==> src/rtl/pc_branch_unit.sv <==
// ---------------------------------------------------------------------------
// pc_branch_unit
//
// PC / branch control block for the 16-bit pipeline. It owns the {Z,V,N}
// flag register. A 2-bit-counter branch history table (BHT) predicts B-type
// branches at fetch. B and BR branches are resolved in EX, and a
// same-cycle redirect is raised on a mispredict. Two saturating
// performance counters record resolved branches and mispredicts.
//
// Parameters
//   ADDR_W     PC / register width (10 or more)
//   BHT_IDX_W  BHT index bits; the table holds 2**BHT_IDX_W entries
//   CNT_W      width of each performance counter
//
// Ports
//   clk, rst        clock; asynchronous active-high reset
//   f_valid         fetch slot holds a valid instruction
//   f_pc, f_instr   fetched PC and instruction
//   f_pred_taken    fetch predicts taken (combinational)
//   f_pc_next       predicted next PC (combinational)
//   x_valid         EX slot holds a valid instruction
//   x_pc, x_instr   EX PC and instruction
//   x_pred_taken    prediction carried down with the EX instruction
//   x_rs_val        register target for BR
//   flags_in        ALU result flags {Z,V,N}
//   flags_we        per-flag write enable {Z,V,N}, qualified by x_valid
//   flags           registered flags {Z,V,N}
//   x_taken         resolved outcome of the EX branch (combinational)
//   redirect        mispredict; fetch must load redirect_pc (combinational)
//   redirect_pc     corrected PC (combinational)
//   br_count        resolved-branch counter (registered, saturating)
//   mispred_count   mispredict counter (registered, saturating)
// ---------------------------------------------------------------------------
module pc_branch_unit #(
    parameter int ADDR_W    = 16,
    parameter int BHT_IDX_W = 4,
    parameter int CNT_W     = 16
) (
    input  logic              clk,
    input  logic              rst,
    input  logic              f_valid,
    input  logic [ADDR_W-1:0] f_pc,
    input  logic [15:0]       f_instr,
    output logic              f_pred_taken,
    output logic [ADDR_W-1:0] f_pc_next,
    input  logic              x_valid,
    input  logic [ADDR_W-1:0] x_pc,
    input  logic [15:0]       x_instr,
    input  logic              x_pred_taken,
    input  logic [ADDR_W-1:0] x_rs_val,
    input  logic [2:0]        flags_in,
    input  logic [2:0]        flags_we,
    output logic [2:0]        flags,
    output logic              x_taken,
    output logic              redirect,
    output logic [ADDR_W-1:0] redirect_pc,
    output logic [CNT_W-1:0]  br_count,
    output logic [CNT_W-1:0]  mispred_count
);

    localparam int BHT_N = 1 << BHT_IDX_W;

    localparam logic [3:0] OP_B   = 4'b1100;
    localparam logic [3:0] OP_BR  = 4'b1101;
    localparam logic [3:0] OP_HLT = 4'b1111;

    localparam logic [ADDR_W-1:0] PC_STEP     = ADDR_W'(2);
    localparam logic [1:0]        BHT_INIT    = 2'b01;
    localparam logic [1:0]        BHT_MAX     = 2'b11;
    localparam logic [1:0]        BHT_MIN     = 2'b00;

    // ------------------------------------------------------------------
    // Helpers
    // ------------------------------------------------------------------

    // B target: pc + 2 + (sign-extended imm << 1), modulo 2**ADDR_W.
    function automatic logic [ADDR_W-1:0] b_target(
        input logic [ADDR_W-1:0] pc,
        input logic [8:0]        imm
    );
        logic [ADDR_W-1:0] off;
        off = {{(ADDR_W-9){imm[8]}}, imm};
        return pc + PC_STEP + {off[ADDR_W-2:0], 1'b0};
    endfunction

    // Branch condition on the effective {Z,V,N}.
    function automatic logic cond_met(
        input logic [2:0] c,
        input logic       z,
        input logic       v,
        input logic       n
    );
        logic r;
        case (c)
            3'b000:  r = ~z;
            3'b001:  r = z;
            3'b010:  r = ~z & ~n;
            3'b011:  r = n;
            3'b100:  r = z | (~z & ~n);
            3'b101:  r = z | n;
            3'b110:  r = v;
            3'b111:  r = 1'b1;
            default: r = 1'b0;
        endcase
        return r;
    endfunction

    // 2-bit saturating counter step.
    function automatic logic [1:0] bht_step(
        input logic [1:0] ctr,
        input logic       taken
    );
        logic [1:0] r;
        if (taken) begin
            r = (ctr == BHT_MAX) ? ctr : ctr + 2'b01;
        end else begin
            r = (ctr == BHT_MIN) ? ctr : ctr - 2'b01;
        end
        return r;
    endfunction

    // Performance counter increment, holding at all-ones.
    function automatic logic [CNT_W-1:0] cnt_sat_inc(
        input logic [CNT_W-1:0] c
    );
        return (&c) ? c : c + CNT_W'(1);
    endfunction

    // ------------------------------------------------------------------
    // State
    // ------------------------------------------------------------------
    logic [2:0]                  flags_q,   flags_d;
    logic [BHT_N-1:0][1:0]       bht_q,     bht_d;
    logic [CNT_W-1:0]            br_cnt_q,  br_cnt_d;
    logic [CNT_W-1:0]            mis_cnt_q, mis_cnt_d;

    // ------------------------------------------------------------------
    // Decode
    // ------------------------------------------------------------------
    logic [3:0]           f_op;
    logic [3:0]           x_op;
    logic                 x_is_b;
    logic                 x_is_branch;
    logic [BHT_IDX_W-1:0] f_idx;
    logic [BHT_IDX_W-1:0] x_idx;
    logic [2:0]           eff_flags;
    logic [2:0]           we_mask;

    assign f_op        = f_instr[15:12];
    assign x_op        = x_instr[15:12];
    assign x_is_b      = (x_op == OP_B);
    assign x_is_branch = (x_op == OP_B) | (x_op == OP_BR);
    assign f_idx       = f_pc[BHT_IDX_W:1];
    assign x_idx       = x_pc[BHT_IDX_W:1];

    // Same-cycle bypass: flags written by the EX instruction are used by
    // its own branch condition.
    assign we_mask   = x_valid ? flags_we : 3'b000;
    assign eff_flags = (flags_in & we_mask) | (flags_q & ~we_mask);

    // Fetch-side prediction and next-PC selection.
    always_comb begin
        f_pred_taken = 1'b0;
        f_pc_next    = f_pc + PC_STEP;
        if (f_valid && (f_op == OP_B)) begin
            f_pred_taken = bht_q[f_idx][1];
        end else begin
            f_pred_taken = 1'b0;
        end
        if (f_valid && (f_op == OP_HLT)) begin
            f_pc_next = f_pc;
        end else if (f_pred_taken) begin
            f_pc_next = b_target(f_pc, f_instr[8:0]);
        end else begin
            f_pc_next = f_pc + PC_STEP;
        end
    end

    // EX-side resolution and redirect generation.
    always_comb begin
        x_taken     = 1'b0;
        redirect    = 1'b0;
        redirect_pc = x_pc + PC_STEP;
        if (x_valid && x_is_branch) begin
            x_taken  = cond_met(x_instr[11:9], eff_flags[2], eff_flags[1],
                                eff_flags[0]);
            redirect = x_taken ^ x_pred_taken;
        end else begin
            x_taken  = 1'b0;
            redirect = 1'b0;
        end
        if (x_taken) begin
            redirect_pc = x_is_b ? b_target(x_pc, x_instr[8:0]) : x_rs_val;
        end else begin
            redirect_pc = x_pc + PC_STEP;
        end
    end

    // Next-state for flags, BHT and performance counters.
    always_comb begin
        flags_d   = eff_flags;
        bht_d     = bht_q;
        br_cnt_d  = br_cnt_q;
        mis_cnt_d = mis_cnt_q;
        // Fetch reads bht_q directly, so a same-entry update this cycle is
        // only visible to fetch from the next cycle on.
        if (x_valid && x_is_b) begin
            bht_d[x_idx] = bht_step(bht_q[x_idx], x_taken);
        end else begin
            bht_d = bht_q;
        end
        if (x_valid && x_is_branch) begin
            br_cnt_d = cnt_sat_inc(br_cnt_q);
        end else begin
            br_cnt_d = br_cnt_q;
        end
        if (redirect) begin
            mis_cnt_d = cnt_sat_inc(mis_cnt_q);
        end else begin
            mis_cnt_d = mis_cnt_q;
        end
    end

    // State registers with asynchronous reset.
    always_ff @(posedge clk or posedge rst) begin
        if (rst) begin
            flags_q   <= 3'b000;
            bht_q     <= {BHT_N{BHT_INIT}};
            br_cnt_q  <= '0;
            mis_cnt_q <= '0;
        end else begin
            flags_q   <= flags_d;
            bht_q     <= bht_d;
            br_cnt_q  <= br_cnt_d;
            mis_cnt_q <= mis_cnt_d;
        end
    end

    assign flags         = flags_q;
    assign br_count      = br_cnt_q;
    assign mispred_count = mis_cnt_q;

endmodule
==> config.mk <==
export PLATFORM = sky130hd
export DESIGN_NAME = pc_branch_unit
export DESIGN_NICKNAME = d
export VERILOG_FILES = /design/src/rtl/pc_branch_unit.sv
export SDC_FILE = /design/constraint.sdc
export NUM_CORES = 1
export LEC_CHECK = 0
export ABC_AREA = 1
export ABC_CLOCK_PERIOD_IN_PS = 14300
export CORE_MARGIN = 5
export CORE_UTILIZATION = 56
export CTS_CLUSTER_DIAMETER = 30
export DETAILED_ROUTE_END_ITERATION = 6
export PLACE_DENSITY_LB_ADDON = 0.1
export SYNTH_ARGS = -nofsm -noshare
export SYNTH_HDL_FRONTEND = slang
export SYNTH_SLANG_ARGS = --single-unit
==> constraint.sdc <==
create_clock -name clk -period 14.3 [get_ports clk]
set_input_delay 4.29 -clock clk [delete_from_list [all_inputs] [get_ports clk]]
set_output_delay 4.29 -clock clk [all_outputs]
set_load 0.005 [all_outputs]
### Word-level counts from Yosys, hierarchy flattened

Index checks and enable logic that the tools add are counted.

* bits in registers: 67
* bits in latches: 0
* memories: 0
* logic and storage cells: 87
* bits in read-only memories: 0
* output and inout bits: 70
* bits of input ports: 91
* RAM bits: 0

* multipliers: 0
* add/subtract/negate cells: 8
* $lt $le $gt $ge: 3
* shifts and indexed selects: 0
* bitwise logic cells: 13
* reduce and logical (&&, ||, !) cells: 11
* muxes and demuxes: 21
* eq/ne operators: 12
* div/mod/pow operators: 0

Operators by type and width (number)
* $mux 16: 4
* $add 16x1->16 const B: 2
* $add 16x16->16: 2
* $add 16x2->16 const B: 2
* $bwmux 32: 1
* $reduce_and 16->1: 2
* $bmux 2 s4: 2
* $eq 4x4->1 const B: 4
* $mux 2: 7
* $eq 3x3->1 const B: 4
* $lt 4x5->1 const B: 2
* $demux 2 s4: 1
* $pmux 1 s8: 1
* $and 3x3->3: 2
* $eq 3x2->1 const B: 2
* $logic_and 1x1->1: 5
* $ge 4x1->1 const B: 1
* $mux 1: 4
* $not 1->1: 4
* $reduce_and 2->1: 2
* $eq 3x1->1 const B: 1
* $logic_not 3->1: 1
* $mux 3: 1
* $not 3->3: 1
* other kinds (8): 10

### Logic depth before layout (Yosys ltp)

* depth in word-level cells: 13
* depth in mapped cells: 20

### Worst setup path before layout

No wires, ideal clock.

* path type: input-to-output
* start: in x_pc[2]
* end: out redirect_pc[13]
* stages on the path: 17
* path slack: 3.659 ns
* required time: 10.010 ns
* buffers on the path: 2
* arrival time: 6.351 ns
* path through: buf_4 buf_6 nand3_4 nor3_4 nand3_2 nor2_2 nand3_1 xor2_1 inv_1 ha_1 nand2_1 nor2_1 nand4_1 nand4_1 nand3_1 o211ai_1 o21ai_0

* word-level cells in the longest chain between the ends: 4

RTL lines
* start, declared: RTL line 47 `input logic [ADDR_W-1:0] x_pc,`
* $add 16x2->16 *: RTL line 83, 195
* $add 16x16->16: RTL line 83 `return pc + PC_STEP + {off[ADDR_W-2:0], 1'b0};`
* $mux 16: RTL line 193 `redirect_pc = x_is_b ? b_target(x_pc, x_instr[8:0]) : x_rs_val;`
* $mux 16 *: RTL line 192 `if (x_taken) begin`
* end, declared: RTL line 56 `output logic [ADDR_W-1:0] redirect_pc,`

Every way passes the cells marked *; elsewhere a longest branch is shown, timed or not.

### Worst setup path after layout

* start: in x_pc[2]
* end: out redirect_pc[10]

Same word-level chain as after synthesis.

==> impl_metrics.py <==
metrics = {
    "run_status": {
        "status": "complete, no violations",
    },
    "synthesis": {
        "yosysWarnings": 0,
        "synth_cell_types": 44,
        "syn_avg_cell_area_um2": 6.42,
        "yosys-top-cells-area": "dfrtp_1 18%, nand2_1 18%, inv_1 8.1%",
        "synth_nets": 1212,
        "synth_top_area_cell": "dfrtp_1",
        "yosysTopAreaCellShare_pct": 18.5,
        "synth_seq_cells": 67,
        "syn_inst": 1078,
        "syn-cell-area_um2": 6920,
        "ys_seq_area_share_pct": 24.5,
    },
    "grt": {
        "grt_pass1_vias": 6986,
        "grt_max_degree": 68,
        "overflow": 0,
        "grt_first_pass_wirelength_mm": 31.8,
        "grt.total_usage_pct": 26.2,
        "antenna_found_initial": 0,
    },
    "placed_design": {
        "dp.cells": 1380,
        "post-place-ws_ps": 1680,
        "gp_congestion": 0.883,
        "place_area_um2": 8540,
        "hpwl_mm": 14.5,
        "port_buffers": 155,
    },
    "worst_setup_path": {
        "critPathKind": "primary input to output pin",
        "cp.required_ps": 10010,
        "critical_path.max_fanout": 19,
        "worstPathArrival_ps": 8380,
        "endpoint_kind": "output pin",
        "start_kind": "primary input",
    },
    "drt": {
        "drt_iter0_markers": 595,
        "post_drt_via_cell_ratio": 5.26,
        "route.detailed.drc": 0,
        "drt-pass1-iter-count": 7,
        "drt_wl_total_mm": 18.9,
        "wl_per_cell_um": 13.5,
        "ant_nets": 0,
        "vias": 7341,
    },
    "hold_path": {
        "hold_path.class": "register to register",
    },
    "power": {
        "combPwrFrac_pct": 33.4,
        "switching_share_pct": 32.2,
        "p_leak_uw": 0.00420,
        "clkPwrFrac_pct": 32.1,
        "ir_drop_uv": 109,
        "p_int_uw": 431,
        "p_seq_share_pct": 34.4,
        "power.density_nw_per_um2": 72.1,
        "switchingPower_uw": 204,
    },
    "sta": {
        "tightest_slew_ps": 906,
        "drv_slew": 0,
        "fin_skew_ps": 3.72,
        "final-hold-violation-count": 0,
        "min_period_over_period_pct": 88.6,
        "period_needed_ps": 12670,
        "max_freq_ghz": 0.0789,
        "rsz0062_at_grt": "false",
        "setup_ws_ps": 1630,
        "tns_ps": 0,
        "relSlewSlack_pct": 39.4,
        "setup_violations": 0,
    },
    "clock_tree": {
        "cts_max_level": 3,
        "clockBufferDepth": 2,
        "post_cts_buffers": 0,
        "clock-root-buffer": "clkbuf_16",
        "clkSinkCount": 67,
        "cts.repair.resized": 0,
        "cts_tree": "yes",
        "cts_hold_buf": 0,
        "clk_pin_slew_worst_paths_ps": 50,
        "cts_buffers": 9,
        "clock_latency_ps": 330,
    },
    "die": {
        "start_util_pct": 57.3,
        "die_area_um2": 14700,
        "io_pins": 161,
        "placeableCoreArea_um2": 12100,
        "die_h_um": 121,
        "fp.dieW_um": 121,
        "num_rows": 40,
    },
    "layout": {
        "area_delta_synth_final_pct": 27.4,
        "drive_above_1_share_pct": 6.03,
        "final_common_cell": "nand2_1",
        "layoutNonFillerInstCount": 1396,
        "fin_area_um2": 8810,
        "fill_cells": 1038,
        "nets": 1357,
        "diodes": 0,
        "final_cell_mix": "335 x nand2_1, 155 x clkdlybuf4s50_1, 149 x inv_1",
    },
    "job": {
        "maxCapViolCount": 0,
    },
}
## routing by layer
metal | track usage [%] | wire length (um) | vias up
li1 | - | - | 3762
met1 | 34.5 | 8520 | 3344
met2 | 44.6 | 9020 | 208
met3 | 3.87 | 963 | 27
met4 | 7.93 | 379 | 0
met5 | 0 | 0 | -
## final timing paths
kind                                   from          endpoint  slack [ps]  cells past startpoint
max                                 x_pc[2]   redirect_pc[10]        1630                     19
min                                bht_q[2]          bht_q[2]         460                      2
max reg2reg                mispred_count[0]  mispred_count[7]       12140                      9
min reg2reg                        bht_q[2]          bht_q[2]         460                      2
max in group asynchronous               rst  mispred_count[7]        9230                      3
min in group asynchronous               rst  mispred_count[5]        4490                      3
## worst max-delay path, stage by stage
cell,delay [ps]
clkdlybuf4s50_1,1020
ha_1,370
inv_1,70
nor2_1,130
nand2_1,80
nor2_1,170
inv_1,90
o21ai_0,280
inv_1,120
ha_1,310
nand2_1,70
nand2_1,60
o21bai_1,160
a21o_1,170
or2_2,270
nand3_1,70
nand3_1,70
nand2_1,70
clkdlybuf4s50_1,490
## synth_stat cells, drive strengths merged
cell      n
nand4    19
nor3     21
o31ai     2
ha       41
o21ai    72
o211ai   13
nor4      4
xnor2    10
inv     154
fa        2
nand3    96
o32ai     1
or2       6
clkbuf    5
nor2     95
nand3b    8
and3      1
a21o      1
dfrtp    51
dfstp    16
o22ai     4
buf      18
o21bai    5
nand2   342
a21boi    3
o21a      3
a21oi    40
xor2     45
## sequential cells by signal, summed over array words and instances (netlist names)
name / flops
flags: 3
mispred_count: 16
br_count: 16
bht_q: 32
## through the flow
stage               hold slack, ps  utilization [%]  total power, uW
floorplan                      444                -              342
global placement               451             70.8              429
detailed placement             456             70.8              432
CTS                            465             73.0              638
global route                   479             73.0              674
finish                         463             73.0              635
## cells by family (layout without fill, tap and decap cells)
kind of cell / Yosys count / count (layout) / share of synthesized area (%)
flip-flops: 67 / 67 / 24.5
AND/OR/NAND/NOR: 592 / 592 / 38.0
adder cells (fa/ha/maj): 43 / 43 / 8.00
buffers and inverters: 177 / 327 / 10.6
AO/OA/AOI/OAI: 144 / 144 / 11.9
XOR/XNOR: 55 / 55 / 6.97
## power by group through the flow
stage | sequential [uW] | clock, uW | combinational, uW
final | 219 | 204 | 212
after global routing | 221 | 216 | 238
after CTS | 218 | 207 | 213
after detailed placement | 221 | 0 | 211
after global placement | 221 | 0 | 208
after floorplan | 219 | 0 | 122
## area by class of cell
type,count,area (um2),share of cell area (%)
Multi-Input combinational cell,834,4480,50.9
Sequential cell,67,1700,19.3
Timing Repair Buffer,157,1570,17.8
Inverter,154,578,6.56
Clock buffer,14,264,3.00
Tap cell,168,210,2.39
Clock inverter,2,10.0,0.114
Power figures use the tool's default switching activity.
